[src/rtl/fetch_buffer.sv]
// fetch_buffer: in-order instruction fetch queue between the fetch stage and a
// tagged, possibly out-of-order memory. Each slot tracks one outstanding fetch
// from request acceptance until the processor consumes it (or a redirect kills it).
module fetch_buffer #(
  parameter int unsigned DEPTH    = 4,
  parameter logic [31:0] RESET_PC = 32'h0
) (
  input  logic        clk,
  input  logic        rst,
  output logic [31:0] proc2mem_addr,
  output logic [3:0]  proc2mem_command,
  input  logic [3:0]  mem2proc_response,
  input  logic [31:0] mem2proc_data,
  input  logic [3:0]  mem2proc_tag,
  input  logic        redirect_valid,
  input  logic [31:0] redirect_pc,
  output logic        fb_valid,
  output logic [31:0] fb_inst,
  output logic [31:0] fb_pc,
  input  logic        fb_ready
);

  localparam int unsigned PTR_W = $clog2(DEPTH);
  localparam int unsigned CNT_W = PTR_W + 1;

  // Memory command codes shared with the memory model (sys_defs.vh values)
  localparam logic [3:0] MEM_NONE = 4'h0;
  localparam logic [3:0] MEM_LW   = 4'h1;

  typedef enum logic [1:0] {
    SLOT_EMPTY   = 2'd0,
    SLOT_PENDING = 2'd1,
    SLOT_READY   = 2'd2
  } slot_state_e;

  slot_state_e        st_q   [DEPTH];
  logic               kill_q [DEPTH];
  logic [3:0]         tag_q  [DEPTH];
  logic [31:0]        pc_q   [DEPTH];
  logic [31:0]        data_q [DEPTH];

  logic [PTR_W-1:0]   head_q;
  logic [PTR_W-1:0]   tail_q;
  logic [CNT_W-1:0]   count_q;
  logic [31:0]        fetch_pc_q;
  // Low until the first edge with reset released, so no request is driven
  // while the buffer is coming out of reset.
  logic               started_q;

  logic               issue_c;
  logic               accept_c;
  logic               head_ready_c;
  logic               pop_c;
  logic               autofree_c;
  logic               free_c;
  logic               match_hit_c;
  logic [PTR_W-1:0]   match_idx_c;

  // Issue/accept/pop/free decisions for this cycle
  always_comb begin
    issue_c      = rst && started_q && (count_q < CNT_W'(DEPTH)) && !redirect_valid;
    accept_c     = issue_c && (mem2proc_response != 4'h0);
    head_ready_c = (st_q[head_q] == SLOT_READY);
    fb_valid     = rst && head_ready_c && !kill_q[head_q] && !redirect_valid;
    pop_c        = fb_valid && fb_ready;
    autofree_c   = rst && head_ready_c && kill_q[head_q];
    free_c       = pop_c || autofree_c;
  end

  // Locate the pending slot a returning tag belongs to
  always_comb begin
    match_hit_c = 1'b0;
    match_idx_c = '0;
    for (int unsigned i = 0; i < DEPTH; i++) begin
      if (!match_hit_c && (mem2proc_tag != 4'h0) &&
          (st_q[i] == SLOT_PENDING) && (tag_q[i] == mem2proc_tag)) begin
        match_hit_c = 1'b1;
        match_idx_c = PTR_W'(i);
      end
    end
  end

  // Slot array, pointers, occupancy and fetch address
  always_ff @(posedge clk) begin
    if (!rst) begin
      for (int unsigned i = 0; i < DEPTH; i++) begin
        st_q[i]   <= SLOT_EMPTY;
        kill_q[i] <= 1'b0;
        tag_q[i]  <= 4'h0;
        pc_q[i]   <= 32'h0;
        data_q[i] <= 32'h0;
      end
      head_q     <= '0;
      tail_q     <= '0;
      count_q    <= '0;
      fetch_pc_q <= RESET_PC;
      started_q  <= 1'b0;
    end else begin
      started_q <= 1'b1;

      if (redirect_valid) begin
        for (int unsigned i = 0; i < DEPTH; i++) begin
          if (st_q[i] != SLOT_EMPTY) kill_q[i] <= 1'b1;
        end
      end

      if (match_hit_c) begin
        st_q[match_idx_c]   <= SLOT_READY;
        data_q[match_idx_c] <= mem2proc_data;
      end

      // Freed head is READY and the allocated tail is EMPTY, so neither can
      // collide with the returning slot or with each other.
      if (free_c) begin
        st_q[head_q]   <= SLOT_EMPTY;
        kill_q[head_q] <= 1'b0;
        head_q         <= head_q + PTR_W'(1);
      end

      if (accept_c) begin
        st_q[tail_q]   <= SLOT_PENDING;
        kill_q[tail_q] <= 1'b0;
        tag_q[tail_q]  <= mem2proc_response;
        pc_q[tail_q]   <= fetch_pc_q;
        tail_q         <= tail_q + PTR_W'(1);
        fetch_pc_q     <= fetch_pc_q + 32'd4;
      end else if (redirect_valid) begin
        fetch_pc_q <= redirect_pc & 32'hFFFF_FFFC;
      end

      case ({accept_c, free_c})
        2'b10:   count_q <= count_q + CNT_W'(1);
        2'b01:   count_q <= count_q - CNT_W'(1);
        default: count_q <= count_q;
      endcase
    end
  end

  // Request and head-of-queue outputs
  always_comb begin
    proc2mem_addr    = fetch_pc_q;
    proc2mem_command = issue_c ? MEM_LW : MEM_NONE;
    fb_inst          = data_q[head_q];
    fb_pc            = pc_q[head_q];
  end

endmodule
[config.mk]
export PLATFORM = sky130hd
export DESIGN_NAME = fetch_buffer
export DESIGN_NICKNAME = d
export VERILOG_FILES = /design/src/rtl/fetch_buffer.sv
export SDC_FILE = /design/constraint.sdc
export NUM_CORES = 1
export LEC_CHECK = 0
export CORE_MARGIN = 2
export CORE_UTILIZATION = 52
export CTS_BUF_LIST = sky130_fd_sc_hd__clkbuf_8
export CTS_CLUSTER_DIAMETER = 120
export CTS_CLUSTER_SIZE = 10
export DETAILED_ROUTE_END_ITERATION = 10
export PLACE_DENSITY = 0.74
export SLEW_MARGIN = 20
export SYNTH_ARGS = -nofsm -noshare
export SYNTH_HDL_FRONTEND = slang
export SYNTH_SLANG_ARGS = --single-unit
[constraint.sdc]
create_clock -name clk -period 13.6 [get_ports clk]
set_clock_uncertainty 0.2 [all_clocks]
set_input_delay 4.08 -clock clk [delete_from_list [all_inputs] [get_ports clk]]
set_output_delay 4.08 -clock clk [all_outputs]
set_load 0.05 [all_outputs]
Yosys cells after proc, flatten, opt, wreduce, memory -nomap -nowiden

Memory sizes are Yosys's and may differ from the RTL's. A register that Yosys moved wholly into a read port is not among the register bits.
Cells that the tools add are included.

Add/sub/neg operators: 5
Magnitude comparators: 1
Eq/ne operators: 12
Bitwise operators: 7
Reductions and logical operators: 41
Mux-type cells: 71

Operator list:

| kind                                                                   | number |
|---|---|
| 32-bit two-way mux                                                     | 4 |
| 32-bit OR reduction                                                    | 2 |
| 1-bit two-way mux                                                      | 45 |
| 2-bit two-way mux                                                      | 20 |
| 32-bit by 3-bit adder with 32-bit output (second input constant)       | 1 |
| 1-bit logical AND                                                      | 20 |
| 4-bit equality test                                                    | 4 |
| 2-bit nonzero test                                                     | 6 |
| 2-bit by 1-bit equality test with 1-bit output (second input constant) | 5 |
| 4-bit nonzero test                                                     | 2 |
| 3-bit one-hot mux with 2 select lines                                  | 1 |
| 2-bit OR reduction                                                     | 3 |
| 1-bit logical NOT                                                      | 5 |
| 2-bit by 1-bit adder with 2-bit output (second input constant)         | 2 |
| 2-bit equality test (second input constant)                            | 2 |
| 4-bit two-way mux                                                      | 1 |
| 1-bit OR                                                               | 4 |
| 4-bit OR reduction                                                     | 1 |
| 3-bit by 1-bit adder with 3-bit output (second input constant)         | 1 |
| 3-bit less-than comparator (second input constant)                     | 1 |
| 3-bit by 1-bit subtractor with 3-bit output (second input constant)    | 1 |
| 1-bit AND                                                              | 2 |
| 2-bit equality test                                                    | 1 |
| 1-bit logical OR                                                       | 1 |
| other kinds (2)                                                        | 2 |

Memories: 5
Flip-flop bits (word level): 40
RAM bits: 284
Word-level logic and storage cells: 147
Bits of input ports: 76
Output and inout bits: 101

Memories:

| memory | words | bits a word | read ports | clocked after Yosys merged registers in | write ports | line | RTL |
|---|---|---|---|---|---|---|---|
| data_q | 4     | 32          | 1          | 1                                       | 4           | 40   | `logic [31:0] data_q [DEPTH];` |
| pc_q   | 4     | 32          | 1          | 1                                       | 4           | 39   | `logic [31:0] pc_q [DEPTH];` |
| tag_q  | 4     | 4           | 4          | 0                                       | 4           | 38   | `logic [3:0] tag_q [DEPTH];` |
| st_q   | 4     | 2           | 5          | 1                                       | 4           | 36   | `slot_state_e st_q [DEPTH];` |
| kill_q | 4     | 1           | 1          | 1                                       | 5           | 37   | `logic kill_q [DEPTH];` |

Longest topological paths before layout

An unclocked memory read counts as a cell.

Depth after elaboration: 25
Gate-level depth with buffers: 13

Worst setup path before layout

No wires, ideal clock.

Path kind: input to output
Start: input redirect_valid
End: output fb_valid
Path buffers: 3
Arrival time: 6.189 ns
Slack: 3.131 ns
Stages on the path: 4
Cell sequence: clkbuf_1 > clkbuf_1 > clkbuf_1 > nor4_1

Cells in the longest elaborated chain, start to end: 2

RTL lines:

| element           | line | RTL |
|---|---|---|
| start, declared   | 15   | `input logic redirect_valid,` |
| 1-bit logical NOT | 64   | `fb_valid = rst && head_ready_c && !kill_q[head_q] && !redirect_valid;` |
| 1-bit logical AND | 64   |  |
| end, declared     | 17   | `output logic fb_valid,` |

No other way between the ends.

Worst setup path in the final report

Start: input rst
End: output fb_valid

Cells in the longest elaborated chain, start to end: 3

RTL lines:

| element                        | line | RTL |
|---|---|---|
| start, declared                | 9    | `input logic rst,` |
| 1-bit logical AND (3 in a row) | 64   |  |

No other way between the ends.

==> results.md <==
* Hold Startpoint: kill_q[3]
* Placer's final routability congestion estimate at 0.821
* Post-CTS setup buffer count at 0
* Post-CTS Hold Fix Bufs at 0
* Number of global-route vias before repair at slightly above 9000
* Clock Sink Count at 316
* Commonest non-fill, non-tap cell in the layout: edfxtp_1
* Final Hold Fails at 0
* Detailed-router iteration count before antenna repair at 5
* ANT nets after route at 0
* Global-route wire length before repair at ~53000 um
* Slew @ Worst Pin at 1.08 ns
* Max Freq at 93.0 MHz
* Vias per cell at 5.83
* Fin crit share at about four fifths
* Die area at just under 0.03 sq mm
* Layout cell share with drive strength beyond 1 at a little over an eighth
* Internal Pwr Total at 1.43 mW
* Hold EP: kill_q[3]
* Max Fanout on Critical Path at 60
* Initial antenna violation count at 0
* Starting Density at roughly 53%
* Multi-input logic area at 0.00513 sq mm
* IO Count at 177
* Hold path depth at 2
* Peak supply drop at 0.0968 mV
* Final-report max-slew violation count at 0
* Dpl ws at 2.83 ns
* Die H at roughly 170 um
* Warnings, synthesis at 0
* Sequential cell area at 0.00897 sq mm
* Hold Path Class: reg -> reg
* Yosys reg bits at between 300 and 400
* Min Tclk post-route at about 11 ns
* IO buf count at between 150 and 200
* Unrepaired setup endpoints after global routing: false
* Num CTS Buffers at 37
* Status: completed
* PD cells at 112 mW/mm^2
* Post-CTS sizing at 0
* Critical path class: in -> out
* Depth of the most critical reg-to-reg path at 9
* CTS tree: yes
* Total of max-cap violations at 0
* Post-synthesis sequential area ratio at approximately three fifths
* Final core utilization at roughly three fifths
* Post-Syn Instances at roughly 1000
* Post-Syn Area per Cell at 14.0 sq um
* Placed cell area at 0.0165 sq mm
* HPWL Detailed at approximately 21000 um
* Net switching power at between 0.4 and 0.5 mW
* Switching Fraction at ~25%
* Logic gate share of total power at a little over a tenth
* # DRC at 0
* Final Hold Slack at approximately 0.25 ns
* Inserted Diodes at 0
* Rows at 61
* Setup violators final at 0
* Post-synth ARST share at 0%
* Total Neg Setup Slack at 0 ns
* Clock Tree Root: clkbuf_8
* Total GRT Usage at between 20% and 30%
* Area grow syn2layout at 17.7%
* Slew HR at between 20% and 30%
* Worst path arrival time at roughly 6.5 ns
* CTS max path bufs at 3
* Post-route cell area at roughly 0.017 sq mm
* Seq pwr share at 58.1%
* CP Capture Type: output pin
* Congestion Overflow GR at 0
* Synthesized area at roughly 0.015 sq mm
* Critical R2R Capture: count_q[2]
* Lkg Pwr at approximately 6.2 nW
* Startpoint type of the worst setup path: input port
* Synth cell types at 75
* Most frequent cells in the layout: edfxtp_1, and2_1, clkdlybuf4s50_1
* Clock Latency Late Sink at 0.54 ns
* Primary FF master, synth: edfxtp_1
* DR iter-0 viols at about 810
* Layout Nets at between 1000 and 1500
* Largest net degree at the start of global routing at 63
* H-tree depth at 2
* WL/cell at between 20 and 25 um
* Clk pwr share at 31.4%
* Die W at 171 um
* Reg clk slew, reported paths at 0.07 ns
* DRT Wirelength at ~35000 um
* Fill cell count at 2138
* Core footprint at 0.0276 sq mm
* Worst Slack Setup Final at between 2 and 3 ns
* DR vias at around 9300
* Reg2reg setup slack at approximately 9.6 ns
* Worst endpoint required time at slightly above 9 ns
* EDFF count, synth at 264
## power groups by stage
stage / combinational (mW) / sequential (mW) / clock (mW)
finish: 0.201 / 1.11 / 0.600
CTS: 0.202 / 1.11 / 0.611
global placement: 0.200 / 1.13 / 0
global route: 0.211 / 1.12 / 0.647
detailed placement: 0.201 / 1.13 / 0
floorplan: 0.106 / 1.14 / 0
## Yosys cell counts, types with 4 or more instances
cell / instances / area, sq um
ha_1: 10 / 125
nand2b_1: 8 / 50.1
nor3_1: 14 / 70.1
nor2_1: 35 / 131
o21ai_0: 22 / 110
inv_1: 22 / 82.6
dfxtp_1: 52 / 1040
buf_2: 25 / 125
edfxtp_1: 264 / 7930
xor2_1: 17 / 149
and3_1: 41 / 257
a21oi_1: 27 / 135
buf_4: 15 / 113
o211ai_1: 4 / 30.0
mux2_2: 4 / 45.0
a311oi_1: 4 / 35.0
nand3_1: 13 / 65.1
clkbuf_1: 32 / 120
nand4_1: 12 / 75.1
and2_2: 4 / 30.0
nand2_1: 40 / 150
and2_1: 206 / 1290
a31oi_1: 7 / 43.8
mux4_2: 64 / 1440
mux2i_1: 6 / 60.1
nor4_1: 13 / 81.3
## sequential cells by signal, indices dropped and copies added, names as in the netlist, named ones only
name           cells
count_q            3
data_q           128
head_q             2
kill_q             4
pc_q             120
proc2mem_addr     30
st_q               8
started_q          1
tag_q             16
tail_q             2
## layer usage
layer	vias up	part of all wire (%)	track usage (%)
li1	4156	-	-
met1	4712	41	32.4
met2	343	50	39.8
met3	60	5.8	3.34
met4	0	2.4	7.59
met5	-	0	0
## how the worst max path moves through the flow
stage,startpoint,to,slack [ns],depth (start not counted)
2_1_floorplan,redirect_valid,fb_valid,3.13,4
3_3_place_gp,rst,fb_valid,2.81,6
3_5_place_dp,rst,fb_valid,2.83,6
4_1_cts,rst,fb_valid,2.81,6
5_1_grt,rst,fb_valid,2.64,6
6_report,rst,fb_valid,2.85,6
## cells by family (layout without fill, tap and decap cells)
family / Yosys count / in the layout / synth area share [%]
compound gates: 100 / 100 / 4.66
xor+xnor: 20 / 20 / 1.20
fa+ha+maj: 11 / 11 / 0.998
buf+inv: 104 / 270 / 3.47
flops: 316 / 316 / 61.7
mux: 74 / 74 / 10.6
other cells: 1 / 7 / 0.0258
simple gates: 414 / 414 / 17.3
## critical path: stages
cell and delay [ns]:
buf_2 0.08, buf_4 0.57, clkinv_1 0.14, buf_4 0.30, nor4_1 0.40, clkdlybuf4s50_1 0.88
## final cells by class
| cell class | instances | share of cell area [%] |
|---|---|---|
| repair buffers | 187 | 10.6 |
| flip-flops and latches | 316 | 52.4 |
| inverters | 24 | 0.527 |
| well taps | 378 | 2.76 |
| clock inverters | 22 | 0.680 |
| clock buffers | 37 | 2.98 |
| multi-input cells | 626 | 30.0 |
## through the flow
step,std cells,power [mW]
2_1_floorplan,1046,1.25
3_3_place_gp,1531,1.33
3_5_place_dp,1531,1.33
4_1_cts,1590,1.92
5_1_grt,1590,1.97
6_report,1590,1.91
(Power assumes the default switching activity.)
